==> src/rtl/mem_stage_pkg.sv <==
// Shared definitions for the memory-access stage: bus widths, load-op
// encodings and the packed layouts of the EX->MS and MS->WS buses.
package mem_stage_pkg;

    localparam int ES_TO_MS_BUS_WD = 173;
    localparam int MS_TO_WS_BUS_WD = 168;

    localparam logic [2:0] LD_W  = 3'd0;
    localparam logic [2:0] LD_B  = 3'd1;
    localparam logic [2:0] LD_H  = 3'd2;
    localparam logic [2:0] LD_BU = 3'd3;
    localparam logic [2:0] LD_HU = 3'd4;

    typedef struct packed {
        logic        res_from_mem;
        logic        mem_issued;
        logic [2:0]  ld_op;
        logic        gr_we;
        logic [4:0]  dest;
        logic [31:0] alu_result;
        logic [31:0] pc;
        logic        inst_no_dest;
        logic        src_from_csr;
        logic [13:0] csr_num;
        logic        csr_we;
        logic [31:0] csr_wdata;
        logic [31:0] csr_wmask;
        logic        ex;
        logic [14:0] ex_code;
        logic        ertn;
    } es_to_ms_t;

    typedef struct packed {
        logic        gr_we;
        logic [4:0]  dest;
        logic [31:0] final_result;
        logic [31:0] pc;
        logic        inst_no_dest;
        logic        src_from_csr;
        logic [13:0] csr_num;
        logic        csr_we;
        logic [31:0] csr_wdata;
        logic [31:0] csr_wmask;
        logic        ex;
        logic [14:0] ex_code;
        logic        ertn;
    } ms_to_ws_t;

endpackage

==> src/rtl/mem_load_align.sv <==
// Combinational load alignment: picks the byte/half/word addressed by
// addr out of a 32-bit read word and sign- or zero-extends it.
// Ports: ld_op (load kind), addr (low address bits), rdata (raw word),
//        data (aligned, extended result).
module mem_load_align
    import mem_stage_pkg::*;
(
    input  logic [2:0]  ld_op,
    input  logic [1:0]  addr,
    input  logic [31:0] rdata,
    output logic [31:0] data
);

    logic [7:0]  byte_sel;
    logic [15:0] half_sel;

    always_comb begin
        byte_sel = rdata[8*addr +: 8];
        half_sel = addr[1] ? rdata[31:16] : rdata[15:0];
        case (ld_op)
            LD_B:    data = {{24{byte_sel[7]}}, byte_sel};
            LD_BU:   data = {24'd0, byte_sel};
            LD_H:    data = {{16{half_sel[15]}}, half_sel};
            LD_HU:   data = {16'd0, half_sel};
            default: data = rdata;
        endcase
    end

endmodule

==> src/rtl/mem_stage.sv <==
// Memory-access pipeline stage. Holds one instruction, waits for the
// data-SRAM response of a load/store issued in EX, aligns load data and
// forwards the result to DS and WS. Responses belonging to flushed
// instructions are dropped via a small discard counter.
// Ports: clk/reset; EX handshake (es_to_ms_valid, es_to_ms_bus, ms_allowin);
//        WS handshake (ms_to_ws_valid, ms_to_ws_bus, ws_allowin);
//        DS forwarding (ms_to_ds_dest/result/blocked); ms_ex_to_es;
//        SRAM response (data_sram_data_ok/rdata); flushes (wb_ex, wb_ertn_flush).
module mem_stage
    import mem_stage_pkg::*;
(
    input  logic                       clk,
    input  logic                       reset,
    output logic                       ms_allowin,
    input  logic                       es_to_ms_valid,
    input  logic [ES_TO_MS_BUS_WD-1:0] es_to_ms_bus,
    input  logic                       ws_allowin,
    output logic                       ms_to_ws_valid,
    output logic [MS_TO_WS_BUS_WD-1:0] ms_to_ws_bus,
    output logic [4:0]                 ms_to_ds_dest,
    output logic [31:0]                ms_to_ds_result,
    output logic                       ms_to_ds_blocked,
    output logic                       ms_ex_to_es,
    input  logic                       data_sram_data_ok,
    input  logic [31:0]                data_sram_rdata,
    input  logic                       wb_ex,
    input  logic                       wb_ertn_flush
);

    logic        ms_valid;
    es_to_ms_t   ms_bus;
    logic        buf_valid;
    logic [31:0] data_buf;
    logic [1:0]  discard_cnt;

    logic        flush;
    logic        rsp_mine;
    logic        ms_wait;
    logic        ms_ready_go;
    logic        buf_capture;
    logic        cnt_inc;
    logic        cnt_dec;
    logic [31:0] raw_data;
    logic [31:0] load_data;
    logic [31:0] final_result;
    ms_to_ws_t   ws_bus;

    assign flush       = wb_ex | wb_ertn_flush;
    // A response only belongs to us once every stale one has drained.
    assign rsp_mine    = data_sram_data_ok & (discard_cnt == 2'd0);
    assign ms_wait     = ms_valid & ms_bus.mem_issued & ~ms_bus.ex;
    assign ms_ready_go = ~ms_wait | buf_valid | rsp_mine;
    assign ms_allowin  = ~ms_valid | (ms_ready_go & ws_allowin);
    assign ms_to_ws_valid = ms_valid & ms_ready_go & ~flush;

    // Response arrived but WS is stalled: hold it until the instruction leaves.
    assign buf_capture = rsp_mine & ms_wait & ~buf_valid & ~ws_allowin & ~flush;
    // Flushing a load whose response is still in flight leaves one stale response.
    assign cnt_inc     = flush & ms_wait & ~buf_valid & ~rsp_mine;
    assign cnt_dec     = data_sram_data_ok & (discard_cnt != 2'd0);

    always_ff @(posedge clk) begin
        if (reset) begin
            ms_valid <= 1'b0;
        end else if (flush) begin
            ms_valid <= 1'b0;
        end else if (ms_allowin) begin
            ms_valid <= es_to_ms_valid;
        end
    end

    always_ff @(posedge clk) begin
        if (es_to_ms_valid && ms_allowin) begin
            ms_bus <= es_to_ms_t'(es_to_ms_bus);
        end
    end

    always_ff @(posedge clk) begin
        if (reset) begin
            buf_valid <= 1'b0;
        end else if (flush || (ms_to_ws_valid && ws_allowin)) begin
            buf_valid <= 1'b0;
        end else if (buf_capture) begin
            buf_valid <= 1'b1;
        end
    end

    always_ff @(posedge clk) begin
        if (buf_capture) begin
            data_buf <= data_sram_rdata;
        end
    end

    always_ff @(posedge clk) begin
        if (reset) begin
            discard_cnt <= 2'd0;
        end else if (cnt_inc && !cnt_dec) begin
            discard_cnt <= discard_cnt + 2'd1;
        end else if (cnt_dec && !cnt_inc) begin
            discard_cnt <= discard_cnt - 2'd1;
        end
    end

    // At most two responses can ever be outstanding against this stage.
    assert property (@(posedge clk) disable iff (reset) discard_cnt != 2'd3);

    assign raw_data = buf_valid ? data_buf : data_sram_rdata;

    mem_load_align u_align (
        .ld_op (ms_bus.ld_op),
        .addr  (ms_bus.alu_result[1:0]),
        .rdata (raw_data),
        .data  (load_data)
    );

    // With ex set, alu_result carries the bad virtual address through.
    assign final_result = (ms_bus.res_from_mem & ~ms_bus.ex) ? load_data : ms_bus.alu_result;

    always_comb begin
        ws_bus.gr_we        = ms_bus.gr_we;
        ws_bus.dest         = ms_bus.dest;
        ws_bus.final_result = final_result;
        ws_bus.pc           = ms_bus.pc;
        ws_bus.inst_no_dest = ms_bus.inst_no_dest;
        ws_bus.src_from_csr = ms_bus.src_from_csr;
        ws_bus.csr_num      = ms_bus.csr_num;
        ws_bus.csr_we       = ms_bus.csr_we;
        ws_bus.csr_wdata    = ms_bus.csr_wdata;
        ws_bus.csr_wmask    = ms_bus.csr_wmask;
        ws_bus.ex           = ms_bus.ex;
        ws_bus.ex_code      = ms_bus.ex_code;
        ws_bus.ertn         = ms_bus.ertn;
    end

    assign ms_to_ws_bus     = ws_bus;
    assign ms_to_ds_dest    = ms_bus.dest & {5{ms_valid & ms_bus.gr_we & ~ms_bus.inst_no_dest}};
    assign ms_to_ds_result  = final_result;
    assign ms_to_ds_blocked = ms_valid & ms_bus.gr_we &
                              ((ms_bus.res_from_mem & ~ms_ready_go) | ms_bus.src_from_csr);
    assign ms_ex_to_es      = ms_valid & (ms_bus.ex | ms_bus.ertn);

endmodule

==> config.mk <==
export PLATFORM = sky130hd
export DESIGN_NAME = mem_stage
export DESIGN_NICKNAME = d
export VERILOG_FILES = /design/src/rtl/mem_stage_pkg.sv /design/src/rtl/mem_load_align.sv /design/src/rtl/mem_stage.sv
export SDC_FILE = /design/constraint.sdc
export NUM_CORES = 1
export LEC_CHECK = 0
export BUFFER_PORTS_ARGS = -buffer_cell sky130_fd_sc_hd__buf_4
export CAP_MARGIN = 0
export CORE_AREA = 2 2 165 167
export DETAILED_ROUTE_END_ITERATION = 12
export DIE_AREA = 0 0 167 169
export SYNTH_ARGS = -nofsm -noshare
export SYNTH_HDL_FRONTEND = slang
export SYNTH_SLANG_ARGS = --single-unit
==> constraint.sdc <==
create_clock -name clk -period 26.1 [get_ports clk]
set_input_delay 2.61 -clock clk [delete_from_list [all_inputs] [get_ports clk]]
set_output_delay 2.61 -clock clk [all_outputs]
set_load 0.02 [all_outputs]
Word level (Yosys, flattened, before mapping)
Index checks and enable logic that the tools add are counted.

cells by class
  add/sub/neg operators = 2
  equality and inequality tests = 4
  shift operators = 1
  mux-type cells = 6
  bitwise logic cells = 36
  reductions and logical operators = 12

operator list
  operator                                                               count
  32-bit one-hot mux with 4 select lines                                 1
  32-bit 2-to-1 mux                                                      2
  32-bit by 6-bit variable part select with 8-bit output                 1
  1-bit bitwise AND                                                      20
  16-bit 2-to-1 mux                                                      1
  1-bit inverter                                                         9
  3-bit by 2-bit equality test with 1-bit output, second input constant  2
  1-bit OR                                                               6
  5-bit bitwise AND                                                      1
  1-bit logical AND                                                      4
  2-bit 2-to-1 mux                                                       2
  2-bit nonzero test                                                     2
  2-bit OR reduction                                                     2
  3-bit by 1-bit equality test with 1-bit output, second input constant  1
  3-bit equality test, second input constant                             1
  2-bit by 1-bit adder with 2-bit output, second input constant          1
  1-bit logical NOT                                                      2
  2-bit logical NOT                                                      1
  2-bit by 1-bit subtractor with 2-bit output, second input constant     1
  1-bit logical OR                                                       1

word-level totals
  flip-flop bits (word level) = 209
  input port bits = 212
  output and inout port bits = 209
  logic and storage cells = 81

Depth between registers and ports, before layout
  depth in word-level cells = 10
  gate-level depth with buffers = 10
  mapped depth without buffers = 7

Cells and area by module
A second synthesis with hierarchy kept.

second synthesis, totals
  cell total of the unflattened synthesis = 603
  area, all modules = 9280.2 µm²

by module, submodules not included
  module          instances  cells each  area each (µm²)  sequential area each (µm²)
  mem_stage       1          488         8508.2           6236.0
  mem_load_align  1          115         772.0            0.0

Worst setup path after synthesis
No wires, ideal clock.

  path type = input to register
  from = in data_sram_data_ok
  to = reg ms_bus[130] in the netlist's numbering, enable pin
  library setup time = 763 ps
  arrival = 11183 ps
  data required time = 25337 ps
  path slack = 14154 ps
  stages = 3
  path buffers = 0
  path through = a21o_1 nand2_1 a21oi_1

on the way
  word-level cells in the longest chain between the ends = 5

ends and longest elaborated chain
  element                 RTL line         text
  start: declaration      mem_stage.sv:24  input logic data_sram_data_ok,
  1-bit bitwise AND       mem_stage.sv:50  assign rsp_mine = data_sram_data_ok & (discard_cnt == 2'd0);
  1-bit OR                mem_stage.sv:52  assign ms_ready_go = ~ms_wait | buf_valid | rsp_mine;
  1-bit bitwise AND       mem_stage.sv:53  assign ms_allowin = ~ms_valid | (ms_ready_go & ws_allowin);
  1-bit OR                mem_stage.sv:53
  1-bit logical AND       mem_stage.sv:73  if (es_to_ms_valid && ms_allowin) begin
  end signal: assignment  mem_stage.sv:74  ms_bus <= es_to_ms_t'(es_to_ms_bus);
  end: declaration        mem_stage.sv:31  es_to_ms_t ms_bus;

Every way passes these cells.
A chain may end at the register's enable or synchronous reset.

Worst setup path after layout
  from = in data_sram_rdata[7]
  to = out ms_to_ds_result[28]

on the way
  word-level cells in the longest chain between the ends = 4

ends and longest elaborated chain
  element                                                 RTL line              text
  start: declaration                                      mem_stage.sv:25       input logic [31:0] data_sram_rdata,
  32-bit 2-to-1 mux                                       mem_stage.sv:107      assign raw_data = buf_valid ? data_buf : data_sram_rdata;
  32-bit by 6-bit variable part select with 8-bit output  mem_load_align.sv:18  byte_sel = rdata[8*addr +: 8];
  32-bit one-hot mux with 4 select lines                  mem_load_align.sv:20  case (ld_op)
  32-bit 2-to-1 mux                                       mem_stage.sv:117      assign final_result = (ms_bus.res_from_mem & ~ms_bus.ex) ? load_data : ms_bus.alu_result;
  end: declaration                                        mem_stage.sv:21       output logic [31:0] ms_to_ds_result,

Every way passes these cells.

==> impl_metrics.py <==
metrics = {
    "outcome": {
        "status": "finished clean",
    },
    "placement": {
        "portBuffers": 420,
        "gp_congestion": 0.787,
        "hpwl_um": 20100,
        "place_inst": 1206,
        "post-place-ws_ns": 19.08,
    },
    "timing": {
        "skew_ns": 0.00655,
        "holdWs_ns": 0.508,
        "relSlewSlack_pct": 22.7,
        "slew_violations": 0,
        "finalHoldViolCount": 0,
        "setup_violations": 0,
        "max_freq_mhz": 143,
        "rsz0062_at_grt": "false",
        "min_period_ns": 6.99,
        "period_share_pct": 26.8,
        "tightest_slew_ns": 1.16,
        "fin_tns_setup_ns": 0,
        "fin_ws_ns": 19.11,
    },
    "cells_and_area": {
        "nets": 1105,
        "drive_above_1_share_pct": 55.4,
        "final_common_cell": "buf_4",
        "fin_cells": 1255,
        "final_core_util_pct": 46.7,
        "syn_to_final_growth_pct": 32.0,
        "mostFrequentLayoutCells": "buf_4 (428), edfxtp_1 (205), nor2_1 (31), nand2_1 (31), a21oi_1 (26)",
    },
    "routing": {
        "first_iter_violations": 377,
        "antenna_left": 0,
        "wire_per_inst_um": 20.9,
        "wirelength_um": 26300,
        "routed_via_density": 4.64,
        "vias": 5826,
        "firstDrtPassIters": 4,
        "drcViolationCount": 0,
    },
    "power_and_ir_drop": {
        "swShare_pct": 25.5,
        "switching_power_mw": 0.213,
        "powerDensity_nw_per_um2": 67.6,
        "ir_worst_vdd_v": 0.0000583,
        "pwr-share-clk_pct": 37.8,
        "power_frac_comb_pct": 15.1,
        "cellLeakagePower_nw": 5.04,
        "p_seq_share_pct": 47.2,
        "intPower_mw": 0.623,
    },
    "yosys": {
        "ys_ff_latch": 209,
        "synth-edff-count": 205,
        "synth-async-reset-ratio_pct": 0,
        "syn_inst": 627,
        "ys_warn_count": 0,
        "synth_fp_nets": 840,
        "ys_top_cells_by_area": "edfxtp_1 (66%), buf_4 (14%), mux2_2 (3.0%)",
        "yosysTopAreaCell": "edfxtp_1",
        "ys_types": 50,
        "synth_top_area_share_pct": 65.6,
        "yosysSeqAreaShare_pct": 66.4,
        "avgSynthCellArea_um2": 15.0,
        "synth_flop_cell": "edfxtp_1",
        "synth_area_um2": 9390,
    },
    "worst_setup_path": {
        "cp_max_fo": 16,
        "crit_type": "input port to output pin",
        "startpoint": "data_sram_rdata[7]",
        "endpoint_kind": "output pin",
        "startpoint_type": "input port",
        "crit_arrival_ns": 4.38,
        "worstPathRequired_ns": 23.49,
        "rr_startpoint": "buf_valid",
    },
    "global_routing": {
        "grt.overflow.total": 0,
        "antenna_found_initial": 3,
        "first_global_vias": 5941,
        "grt_pass1_wl_um": 37200,
        "grt_util_all_layers_pct": 17.6,
        "grt_max_degree": 75,
    },
    "clock_tree": {
        "hold_buffers": 0,
        "h-tree-depth": 1,
        "clkLatencyLatePin_ns": 0.53,
        "cts_buffers": 25,
        "cts.path.max_buffers": 3,
        "ctsResizeCount": 0,
        "tritoncts": "done",
        "postCtsSetupRepairBufs": 0,
        "cts.reportedPaths.clkPinSlew_ns": 0.06,
        "cts_sinks": 209,
        "cts_root_buffer": "clkbuf_16",
    },
    "worst_hold_path": {
        "hold_start": "discard_cnt[1]",
        "min_path_type": "flop to flop",
    },
    "floorplanning": {
        "core_um2": 26500,
        "start_util_pct": 35.4,
        "fp.dieW_um": 167,
        "io_pins": 421,
        "die_area_um2": 28200,
        "num_rows": 60,
        "die_y_um": 169,
    },
    "flow_run": {
        "drv_cap": 0,
    },
}
[final cells by class]
type,instances,area (um^2)
inverters,5,18.8
fillers,2401,14100
repair buffers,428,3210
flip-flops and latches,209,6240
clock inverters,14,83.8
clock buffers,32,652
diodes,3,7.51
multi-input cells,223,1750
well taps,341,427
[cell usage after synthesis (4+ instances only)]
| library cell | number |
|---|---|
| inv_1 | 5 |
| mux4_2 | 6 |
| buf_4 | 169 |
| nor2_1 | 31 |
| edfxtp_1 | 205 |
| buf_6 | 4 |
| nand2_1 | 31 |
| o21a_1 | 4 |
| clkbuf_1 | 8 |
| buf_2 | 6 |
| a21oi_1 | 27 |
| and2_1 | 5 |
| mux2i_1 | 13 |
| mux4_1 | 6 |
| o21ai_0 | 8 |
| mux2_2 | 25 |
| a31oi_1 | 23 |
| dfxtp_1 | 4 |
[critical path, cell delays in order]
cell and delay (ns):
buf_4 0.12, mux2_4 0.29, o22ai_4 0.17, nor3_4 0.08
a22oi_4 0.58, a31oi_1 0.29, buf_4 0.24
[registers in the layout, summed over array words and instances, names as in the netlist]
name,count
ms_bus,37
discard_cnt,2
data_buf,32
ms_to_ws_bus,136
buf_valid,1
ms_valid,1
[final timing paths]
check	depth (start not counted)	slack (ns)	endpoint
hold / removal	2	0.51	discard_cnt[1]
setup / recovery	7	19.11	ms_to_ds_result[28]
setup reg to reg	7	21.52	ms_bus[135]
hold reg to reg	2	0.51	discard_cnt[1]
[power groups by stage]
| stage | Clock (mW) | Combinational (mW) | Sequential (mW) |
|---|---|---|---|
| after CTS | 0.326 | 0.128 | 0.395 |
| final | 0.316 | 0.126 | 0.395 |
| after global placement | 0 | 0.127 | 0.401 |
| after detailed placement | 0 | 0.128 | 0.402 |
| after global routing | 0.338 | 0.134 | 0.396 |
| after floorplan | 0 | 0.0795 | 0.403 |
[routing by layer]
metal	share of wire, %	GRT usage, %
met1	34	18.8
met2	51	30.6
met3	11	7.41
met4	4.7	7.87
met5	0	0
[cell families (layout without fill, tap and decap cells)]
group,after synthesis,after routing,synth area share [%]
other,0,3,0
AO/OA/AOI/OAI,80,80,5.63
AND/OR/NAND/NOR,85,85,4.21
buffers and inverters,195,479,15.3
multiplexers,52,52,7.82
flip-flops,209,209,66.4
XOR/XNOR,5,5,0.467
adder cells (fa/ha/maj),1,1,0.133
[stage by stage]
step                total power [mW]  cell area, um^2
floorplan                      0.483             9390
global placement               0.528            11600
detailed placement             0.530            11600
CTS                            0.849            12400
global route                   0.868            12400
finish                         0.837            12400
Power figures use the tool's default switching activity.
